**src/rtl/nibble_serial_addsub_pkg.sv**
```systemverilog
// Shared types and constants for the nibble-serial add/subtract front-end.
package nibble_serial_addsub_pkg;

  localparam int unsigned NIBBLE_W = 4;

  localparam logic OP_ADD = 1'b0;
  localparam logic OP_SUB = 1'b1;

  typedef enum logic [1:0] {
    ST_IDLE = 2'd0,
    ST_RUN  = 2'd1,
    ST_DONE = 2'd2
  } state_t;

  // Nibble index width; a single-nibble build still needs a 1-bit index.
  function automatic int unsigned idx_w(input int unsigned nibbles);
    return (nibbles <= 1) ? 1 : $clog2(nibbles);
  endfunction

endpackage

```
**src/rtl/nibble_serial_addsub_if.sv**
```systemverilog
// Request/result handshake bundle for nibble_serial_addsub.
interface nibble_serial_addsub_if
  import nibble_serial_addsub_pkg::*;
#(
  parameter int unsigned NIBBLES = 4
);
  localparam int unsigned W = NIBBLE_W * NIBBLES;

  logic         in_valid;
  logic         in_ready;
  logic [W-1:0] in_a;
  logic [W-1:0] in_b;
  logic         in_op;
  logic         out_valid;
  logic         out_ready;
  logic [W-1:0] out_result;
  logic         out_carry;
  logic         out_ovf;
  logic         out_zero;

  modport master (
    output in_valid, in_a, in_b, in_op, out_ready,
    input  in_ready, out_valid, out_result, out_carry, out_ovf, out_zero
  );

  modport slave (
    input  in_valid, in_a, in_b, in_op, out_ready,
    output in_ready, out_valid, out_result, out_carry, out_ovf, out_zero
  );

endinterface

```
**src/rtl/nibble_serial_addsub_nibble_addsub.sv**
```systemverilog
// 4-bit ripple adder/subtractor slice; m=1 inverts b for two's-complement subtract.
module nibble_addsub
  import nibble_serial_addsub_pkg::*;
(
  input  logic [NIBBLE_W-1:0] i_a,
  input  logic [NIBBLE_W-1:0] i_b,
  input  logic                i_cin,
  input  logic                i_m,
  output logic [NIBBLE_W-1:0] o_sum,
  output logic                o_cout,
  output logic                o_c3
);

  logic [NIBBLE_W:0]   w_c;
  logic [NIBBLE_W-1:0] w_bx;

  always_comb begin
    w_bx   = i_b ^ {NIBBLE_W{i_m}};
    w_c    = '0;
    o_sum  = '0;
    w_c[0] = i_cin;
    for (int i = 0; i < NIBBLE_W; i++) begin
      o_sum[i]  = i_a[i] ^ w_bx[i] ^ w_c[i];
      w_c[i+1]  = (i_a[i] & w_bx[i]) | (w_c[i] & (i_a[i] ^ w_bx[i]));
    end
  end

  assign o_cout = w_c[NIBBLE_W];
  assign o_c3   = w_c[NIBBLE_W-1];

endmodule

```
**src/rtl/nibble_serial_addsub.sv**
```systemverilog
// Wide add/subtract done one nibble per clock, LS nibble first, carry chained in a register.
module nibble_serial_addsub
  import nibble_serial_addsub_pkg::*;
#(
  parameter int unsigned NIBBLES = 4
)
(
  input logic                   clk,
  input logic                   rst,
  nibble_serial_addsub_if.slave bus
);

  localparam int unsigned W  = NIBBLE_W * NIBBLES;
  localparam int unsigned KW = idx_w(NIBBLES);
  localparam logic [KW-1:0] K_LAST = KW'(NIBBLES - 1);

  state_t        r_state;
  logic [W-1:0]  r_a;
  logic [W-1:0]  r_b;
  logic [W-1:0]  r_res;
  logic          r_op;
  logic          r_carry;
  logic [KW-1:0] r_k;

  logic          r_in_ready;
  logic          r_out_valid;
  logic [W-1:0]  r_out_result;
  logic          r_out_carry;
  logic          r_out_ovf;
  logic          r_out_zero;

  logic [KW+1:0]         w_base;
  logic [NIBBLE_W-1:0]   w_a_nib;
  logic [NIBBLE_W-1:0]   w_b_nib;
  logic [NIBBLE_W-1:0]   w_sum;
  logic                  w_cout;
  logic                  w_c3;
  logic [W-1:0]          w_res_next;

  assign w_base = {r_k, 2'b00};

  // Select the active nibble and merge its sum into the result image.
  always_comb begin
    w_a_nib    = r_a[w_base +: NIBBLE_W];
    w_b_nib    = r_b[w_base +: NIBBLE_W];
    w_res_next = r_res;
    w_res_next[w_base +: NIBBLE_W] = w_sum;
  end

  nibble_addsub u_slice (
    .i_a    (w_a_nib),
    .i_b    (w_b_nib),
    .i_cin  (r_carry),
    .i_m    (r_op),
    .o_sum  (w_sum),
    .o_cout (w_cout),
    .o_c3   (w_c3)
  );

  always_ff @(posedge clk) begin
    if (rst) begin
      r_state      <= ST_IDLE;
      r_a          <= '0;
      r_b          <= '0;
      r_res        <= '0;
      r_op         <= OP_ADD;
      r_carry      <= 1'b0;
      r_k          <= '0;
      r_in_ready   <= 1'b0;
      r_out_valid  <= 1'b0;
      r_out_result <= '0;
      r_out_carry  <= 1'b0;
      r_out_ovf    <= 1'b0;
      r_out_zero   <= 1'b0;
    end else begin
      case (r_state)
        ST_IDLE: begin
          r_in_ready <= 1'b1;
          if (r_in_ready && bus.in_valid) begin
            r_a        <= bus.in_a;
            r_b        <= bus.in_b;
            r_op       <= bus.in_op;
            r_carry    <= bus.in_op;
            r_k        <= '0;
            r_res      <= '0;
            r_in_ready <= 1'b0;
            r_state    <= ST_RUN;
          end
        end
        ST_RUN: begin
          r_res   <= w_res_next;
          r_carry <= w_cout;
          r_k     <= r_k + KW'(1);
          // MSB nibble: its carry-in to bit 3 and carry-out give the flags.
          if (r_k == K_LAST) begin
            r_out_result <= w_res_next;
            r_out_carry  <= w_cout;
            r_out_ovf    <= w_c3 ^ w_cout;
            r_out_zero   <= (w_res_next == '0);
            r_out_valid  <= 1'b1;
            r_state      <= ST_DONE;
          end
        end
        ST_DONE: begin
          if (bus.out_ready) begin
            r_out_valid <= 1'b0;
            r_in_ready  <= 1'b1;
            r_state     <= ST_IDLE;
          end
        end
        default: r_state <= ST_IDLE;
      endcase
    end
  end

  assign bus.in_ready   = r_in_ready;
  assign bus.out_valid  = r_out_valid;
  assign bus.out_result = r_out_result;
  assign bus.out_carry  = r_out_carry;
  assign bus.out_ovf    = r_out_ovf;
  assign bus.out_zero   = r_out_zero;

endmodule

```
**src/flat_wrapper.sv**
```systemverilog
// flat-port wrapper written by rule: the top's interface ports become plain ports
module nibble_serial_addsub_flat import nibble_serial_addsub_pkg::*;
#(
  parameter int unsigned NIBBLES = 4
)
  (clk, rst, bus_in_valid, bus_in_a, bus_in_b, bus_in_op, bus_out_ready, bus_in_ready, bus_out_valid, bus_out_result, bus_out_carry, bus_out_ovf, bus_out_zero);
  nibble_serial_addsub_if #(.NIBBLES(NIBBLES)) bus_i ();
  input logic clk;
  input logic rst;
  input wire logic [$bits(bus_i.in_valid)-1:0] bus_in_valid;
  input wire logic [$bits(bus_i.in_a)-1:0] bus_in_a;
  input wire logic [$bits(bus_i.in_b)-1:0] bus_in_b;
  input wire logic [$bits(bus_i.in_op)-1:0] bus_in_op;
  input wire logic [$bits(bus_i.out_ready)-1:0] bus_out_ready;
  output wire logic [$bits(bus_i.in_ready)-1:0] bus_in_ready;
  output wire logic [$bits(bus_i.out_valid)-1:0] bus_out_valid;
  output wire logic [$bits(bus_i.out_result)-1:0] bus_out_result;
  output wire logic [$bits(bus_i.out_carry)-1:0] bus_out_carry;
  output wire logic [$bits(bus_i.out_ovf)-1:0] bus_out_ovf;
  output wire logic [$bits(bus_i.out_zero)-1:0] bus_out_zero;
  assign bus_i.in_valid = bus_in_valid;
  assign bus_i.in_a = bus_in_a;
  assign bus_i.in_b = bus_in_b;
  assign bus_i.in_op = bus_in_op;
  assign bus_i.out_ready = bus_out_ready;
  assign bus_in_ready = bus_i.in_ready;
  assign bus_out_valid = bus_i.out_valid;
  assign bus_out_result = bus_i.out_result;
  assign bus_out_carry = bus_i.out_carry;
  assign bus_out_ovf = bus_i.out_ovf;
  assign bus_out_zero = bus_i.out_zero;
  nibble_serial_addsub #(.NIBBLES(NIBBLES)) u_core (.clk(clk), .rst(rst), .bus(bus_i));
endmodule
```
**config.mk**
```make
export PLATFORM = sky130hd
export DESIGN_NAME = nibble_serial_addsub_flat
export DESIGN_NICKNAME = d
export VERILOG_FILES = /design/src/rtl/nibble_serial_addsub_pkg.sv /design/src/rtl/nibble_serial_addsub_if.sv /design/src/rtl/nibble_serial_addsub_nibble_addsub.sv /design/src/rtl/nibble_serial_addsub.sv /design/src/flat_wrapper.sv
export SDC_FILE = /design/constraint.sdc
export NUM_CORES = 1
export LEC_CHECK = 0
export ABC_AREA = 1
export CAP_MARGIN = 20
export CORE_MARGIN = 1.5
export CORE_UTILIZATION = 50
export CTS_CLUSTER_DIAMETER = 60
export DETAILED_ROUTE_END_ITERATION = 10
export PLACE_DENSITY = 0.74
export SKIP_CTS_REPAIR_TIMING = 1
export SLEW_MARGIN = 0
export SYNTH_ARGS = -nofsm -noshare
export SYNTH_HDL_FRONTEND = slang
export SYNTH_SLANG_ARGS = --single-unit
```
**constraint.sdc**
```tcl
create_clock -name clk -period 4.51 [get_ports clk]
set_input_delay 0.6765 -clock clk [delete_from_list [all_inputs] [get_ports clk]]
set_output_delay 0.6765 -clock clk [all_outputs]
set_load 0.02 [all_outputs]
```
== Word-level counts from Yosys, hierarchy flattened ==
Cells that the tools add are included.
Word-level totals
  word-level logic and storage cells: 76
  input port bits: 37
  flip-flop bits (word level): 75
  output and inout bits: 21
Operators by class
  multiplexer cells: 17
  $add $sub $neg: 2
  shift-type cells: 4
  reduce and logical (&&, ||, !) cells: 12
  eq/ne operators: 6
  bitwise gates (word level): 22
Operator list (number)
  one-hot mux 16 bit (2 select lines): 1
  indexed part select 16 x 5 -> 4 bit: 2
  bitwise mux 16 bit: 1
  zero test 16 bit: 1
  2-to-1 mux 16 bit: 1
  variable shift 4 x 6 -> 16 bit, first input constant: 1
  indexed part select 4 x 6 -> 16 bit: 1
  bitwise XOR 1 bit: 9
  bitwise AND 1 bit: 8
  2-to-1 mux 2 bit: 4
  AND reduction 2 bit: 4
  negator 4 -> 6 bit: 1
  one-hot mux 1 bit (2 select lines): 3
  one-hot mux 2 bit (3 select lines): 1
  AND reduction 3 bit: 2
  nonzero test 2 bit: 3
  2-to-1 mux 1 bit: 5
  == test 2 bit, second input constant: 2
  != test 2 x 1 -> 1 bit, second input constant: 2
  bitwise OR 1 bit: 4
  one-hot mux 2 bit (2 select lines): 1
  bitwise XOR 4 bit: 1
  adder 2 x 1 -> 2 bit, second input constant: 1
  == test 2 x 1 -> 1 bit, second input constant: 1
  other kinds (3): 3

== Logic depth before layout (Yosys ltp) ==
  depth after elaboration: 13
  depth in mapped cells: 18
  mapped depth without buffers: 17

== By module ==
Synthesis repeated with hierarchy kept, for this count alone.
Unflattened totals
  cell total of the unflattened synthesis: 490
  area total of the unflattened synthesis: 3494.6 µm²
By module, submodules not included
  nibble_serial_addsub: instances 1, cells each 461, area an instance 3320.7 µm², sequential area each 1501.4 µm²
  nibble_addsub: instances 1, cells each 29, area an instance 173.9 µm², sequential area each 0.0 µm²

== Least setup slack after synthesis ==
No wires, ideal clock.
  path type: register -> register
  start point: register u_core.r_k[0]
  end point: register u_core.r_out_zero, in the netlist u_core.bus.out_zero
  cell stages (with the launch flop): 19
  slack: 1.181 ns
  library setup time: 0.070 ns
  clock period less this slack: 3.329 ns
  path buffers: 2
  data required time: 4.440 ns
  data arrival time: 3.258 ns
  cells stage by stage: dfxtp_1 -> inv_1 -> buf_4 -> clkbuf_1 -> o21ai_0 -> o22ai_1 -> fa_1 -> inv_1 -> fa_1 -> fa_1 -> inv_1 -> fa_1 -> nand3_1 -> o21ai_0 -> nor2_1 -> nand2_1 -> nor2_1 -> nand3_1 -> a21oi_1
Between the ends
  longest elaborated chain between the ends: 13
  elaborated cells on any way between the ends: 27
  those cells by class: add/sub (1); eq/ne (1); shift (4); mux (1); bitwise (18); reduce/logical (2)
Ends and longest elaborated chain
  start: declaration: line nibble_serial_addsub.sv:23  | logic [KW-1:0] r_k;
  start signal: assignment: line nibble_serial_addsub.sv:93  | r_k <= r_k + KW'(1);
  indexed part select 16 x 5 -> 4 bit: line nibble_serial_addsub.sv:45  | w_b_nib = r_b[w_base +: NIBBLE_W];
  bitwise XOR 4 bit: line nibble_serial_addsub_nibble_addsub.sv:18  | w_bx = i_b ^ {NIBBLE_W{i_m}};
  bitwise XOR 1 bit: line nibble_serial_addsub_nibble_addsub.sv:23, nibble_serial_addsub_nibble_addsub.sv:24
  bitwise AND 1 bit: line nibble_serial_addsub_nibble_addsub.sv:24  | w_c[i+1] = (i_a[i] & w_bx[i]) | (w_c[i] & (i_a[i] ^ w_bx[i]));
  bitwise OR 1 bit: line nibble_serial_addsub_nibble_addsub.sv:24
  bitwise AND 1 bit: line nibble_serial_addsub_nibble_addsub.sv:24
  bitwise OR 1 bit: line nibble_serial_addsub_nibble_addsub.sv:24
  bitwise AND 1 bit: line nibble_serial_addsub_nibble_addsub.sv:24
  bitwise OR 1 bit: line nibble_serial_addsub_nibble_addsub.sv:24
  bitwise XOR 1 bit: line nibble_serial_addsub_nibble_addsub.sv:23  | o_sum[i] = i_a[i] ^ w_bx[i] ^ w_c[i];
  indexed part select 4 x 6 -> 16 bit: line nibble_serial_addsub.sv:47  | w_res_next[w_base +: NIBBLE_W] = w_sum;
  bitwise mux 16 bit: line nibble_serial_addsub.sv:47
  zero test 16 bit: line nibble_serial_addsub.sv:99  | r_out_zero <= (w_res_next == '0);
  end signal: assignment: line nibble_serial_addsub.sv:99
  end: declaration: line nibble_serial_addsub.sv:30  | logic r_out_zero;
Several ways; a longest one is shown, not always the timed one.
A chain may end at the register's enable or synchronous reset.

== Final worst setup path ==
  start point: register u_core.r_k[1]
  end point: register u_core.r_out_zero, in the netlist u_core.bus.out_zero
The elaborated chain is that of the path after synthesis.

==> impl_metrics.ini <==
[logic_synthesis]
synthCells = 483
synth_mux_area_share_pct = 0
synthMostInstantiatedCell = nor2_1
avgSynthCellArea_um2 = 7.16
ys_top_cells_by_area = dfxtp_1 43%, nor2_1 11%, nand2_1 10%, o21ai_0 7.8%, inv_1 4.7%
synth_edf_count = 0
synth-seq-cells = 75
synth_xor_area_share_pct = 1.27
synthAdderAreaFrac_pct = 4.49
yosys.area_share.simple_pct = 24.8
synth_ff_type = dfxtp_1
synth_compound_area_share_pct = 17.6
ys_types = 28
yosysWarnings = 0
synthesis.nets = 530
synth.yosys.seq_area_share_pct = 43.4
synth.top_cell.area_share_pct = 43.4
synth_top_cells_by_count = 97 x nor2_1, 93 x nand2_1, 75 x dfxtp_1
yosys.area.top_type = dfxtp_1
async_flop_share_pct = 0
synth_top_family_by_area = simple AND/OR/NAND/NOR gates
syn_area_mm2 = 0.00346

[clock_network]
cts_tree = built
clock_sinks = 75
path_clk_slew_ns = 0.07
cts_max_level = 3
clk_path_buf_depth = 2
cts-root-buf = clkbuf_8
cts-buffers-inserted = 9
clkLatencyLatePin_ns = 0.35

[sta]
fin_ws_ns = 0.901
finalCriticalPeriod_ns = 3.61
skew_ns = 0.0123
period_share_pct = 80.0
fmax_mhz = 277
rsz0062_at_grt = false
tns_ns = 0
maxSlewHeadroom_pct = 44.6
drv_slew = 0
hold_viol_final = 0
max_slew.worst_pin.slew_ns = 0.830
setup_viol = 0

[grt]
grt_start_max_net_pins = 36
grt_use_total_pct = 24.3
antenna_found_initial = 0
gr-total-overflow = 0
grt_first_pass_wirelength_um = 14300
grt_pass1_vias = 3135

[placed_design]
post-place-ws_ns = 0.962
port_buffers = 57
dp_hpwl_um = 5880
gp_congestion = 0.969

[critical_path]
crit_path_end_kind = register
worst-setup-path-type = reg -> reg
cp.arrival_ns = 3.87
cp.required_ns = 4.78
start_kind = register
cp_max_fo = 13

[floorplan]
fp-row-count = 30
start_util_pct = 51.2
fp.dieH_um = 86.2
ios = 58
core_area_mm2 = 0.00676
dieArea_mm2 = 0.00742
die_x_um = 86.2

[route]
first_iter_violations = 200
drtAntennaViolNets = 0
drt_wl_total_um = 8360
post-route-drc-count = 0
vias_per_cell = 5.29
num_vias = 3264
post_drt_wl_per_cell_um = 13.5
first_pass_iters = 4

[cells_and_area]
fillers = 644
drive_gt1_share_pct = 5.21
area_growth_pct = 23.9
n_antenna_cell = 0
finalNetCount = 579

[power]
combPwrFrac_pct = 15.1
power_leakage_nw = 1.87
peakVddDrop_v = 0.000184
seq_power_share_pct = 46.7
internal_power_mw = 1.13
p_sw_mw = 0.396
pwr-share-clk_pct = 38.2
power.density_mw_per_mm2 = 355
swShare_pct = 26.0

[worst_hold_path]
hp-class = reg -> reg

[run]
cap_viol_max_count = 0

[run_status]
status = finished clean
## metal layers
layer  vias up  track usage [%]  share of wire (%)
met3        13             5.29                4.9
met4         0             7.92                1.5
met1      1505             32.6                 47
met2        98             39.2                 46
met5         -                0                  0
li1       1648                -                  -
## layout by cell type (no fill, tap or decap), types with 2 or more instances in the layout
master,count
o22ai_1,6
o21ai_0,54
fa_1,4
inv_2,3
o211ai_1,13
xor2_1,5
a31oi_1,2
nor2_1,97
inv_1,43
clkbuf_8,11
buf_4,6
ha_1,6
nand3_1,17
a32o_1,2
clkdlybuf4s50_1,57
bufinv_16,2
dfxtp_1,75
a21oi_1,28
nand2_1,93
o21a_1,3
## final timing paths
| kind | endpoint | slack (ns) | from | cells past startpoint |
|---|---|---|---|---|
| worst max-delay path | u_core.bus.out_zero | 0.90 | u_core.r_k[1] | 17 |
| worst min-delay path | u_core.bus.out_valid | 0.46 | u_core.bus.out_valid | 2 |
| worst max register to register | u_core.bus.out_zero | 0.90 | u_core.r_k[1] | 17 |
| worst min register to register | u_core.bus.out_valid | 0.46 | u_core.bus.out_valid | 2 |
## power by group through the flow
stage | combinational, mW | sequential [mW] | clock (mW)
floorplan | 0.156 | 0.719 | 0
global placement | 0.224 | 0.726 | 0
detailed placement | 0.228 | 0.725 | 0
CTS | 0.230 | 0.710 | 0.587
global route | 0.261 | 0.714 | 0.623
finish | 0.229 | 0.711 | 0.582
## critical path, stage by stage, from the launching register on
cell and delay, ns:
dfxtp_1 0.41, inv_1 0.34, o21ai_0 0.15, o22ai_1 0.16, xor2_1 0.19, fa_1 0.19
inv_1 0.05, fa_1 0.38, fa_1 0.41, inv_1 0.08, fa_1 0.45, nand3_1 0.12
o21ai_0 0.14, nor2_1 0.12, nand2_1 0.06, nor2_1 0.08, nand3_1 0.08, a21oi_1 0.14
## layout make-up
cell class | instances | area (µm²) | area share (%)
clock buffers | 12 | 155 | 3.62
flip-flops and latches | 75 | 1500 | 35.1
multi-input cells | 337 | 1660 | 38.9
well taps | 80 | 100 | 2.34
repair buffers | 63 | 616 | 14.4
clock inverters | 4 | 72.6 | 1.69
inverters | 46 | 173 | 4.03
## through the flow
step	power [mW]	instance area [µm²]	hold WS [ns]	std cells	util (%)
finish	1.52	4280	0.462	617	63.4
global route	1.60	4280	0.493	617	63.4
CTS	1.53	4280	0.465	617	63.4
detailed placement	0.954	4050	0.455	601	60.0
global placement	0.950	4050	0.448	601	60.0
floorplan	0.875	3460	0.439	483	-
## cell families (layout without fill, tap and decap cells)
family	Yosys count	in the layout
fa+ha+maj	10	10
flops	75	75
buf+inv	71	125
xor+xnor	5	5
compound gates	109	109
simple gates	213	213
## flip-flops by register name, summed over array words and instances (netlist names)
signal / flops
u_core.bus.out_ovf: 1
u_core.r_state: 2
u_core.r_k: 2
u_core.r_b: 16
u_core.bus.out_valid: 1
u_core.r_op: 1
u_core.bus.out_result: 16
u_core.r_res: 16
u_core.r_carry: 1
u_core.bus.out_zero: 1
u_core.r_a: 16
u_core.bus.in_ready: 1
u_core.bus.out_carry: 1
(Power assumes the default switching activity.)
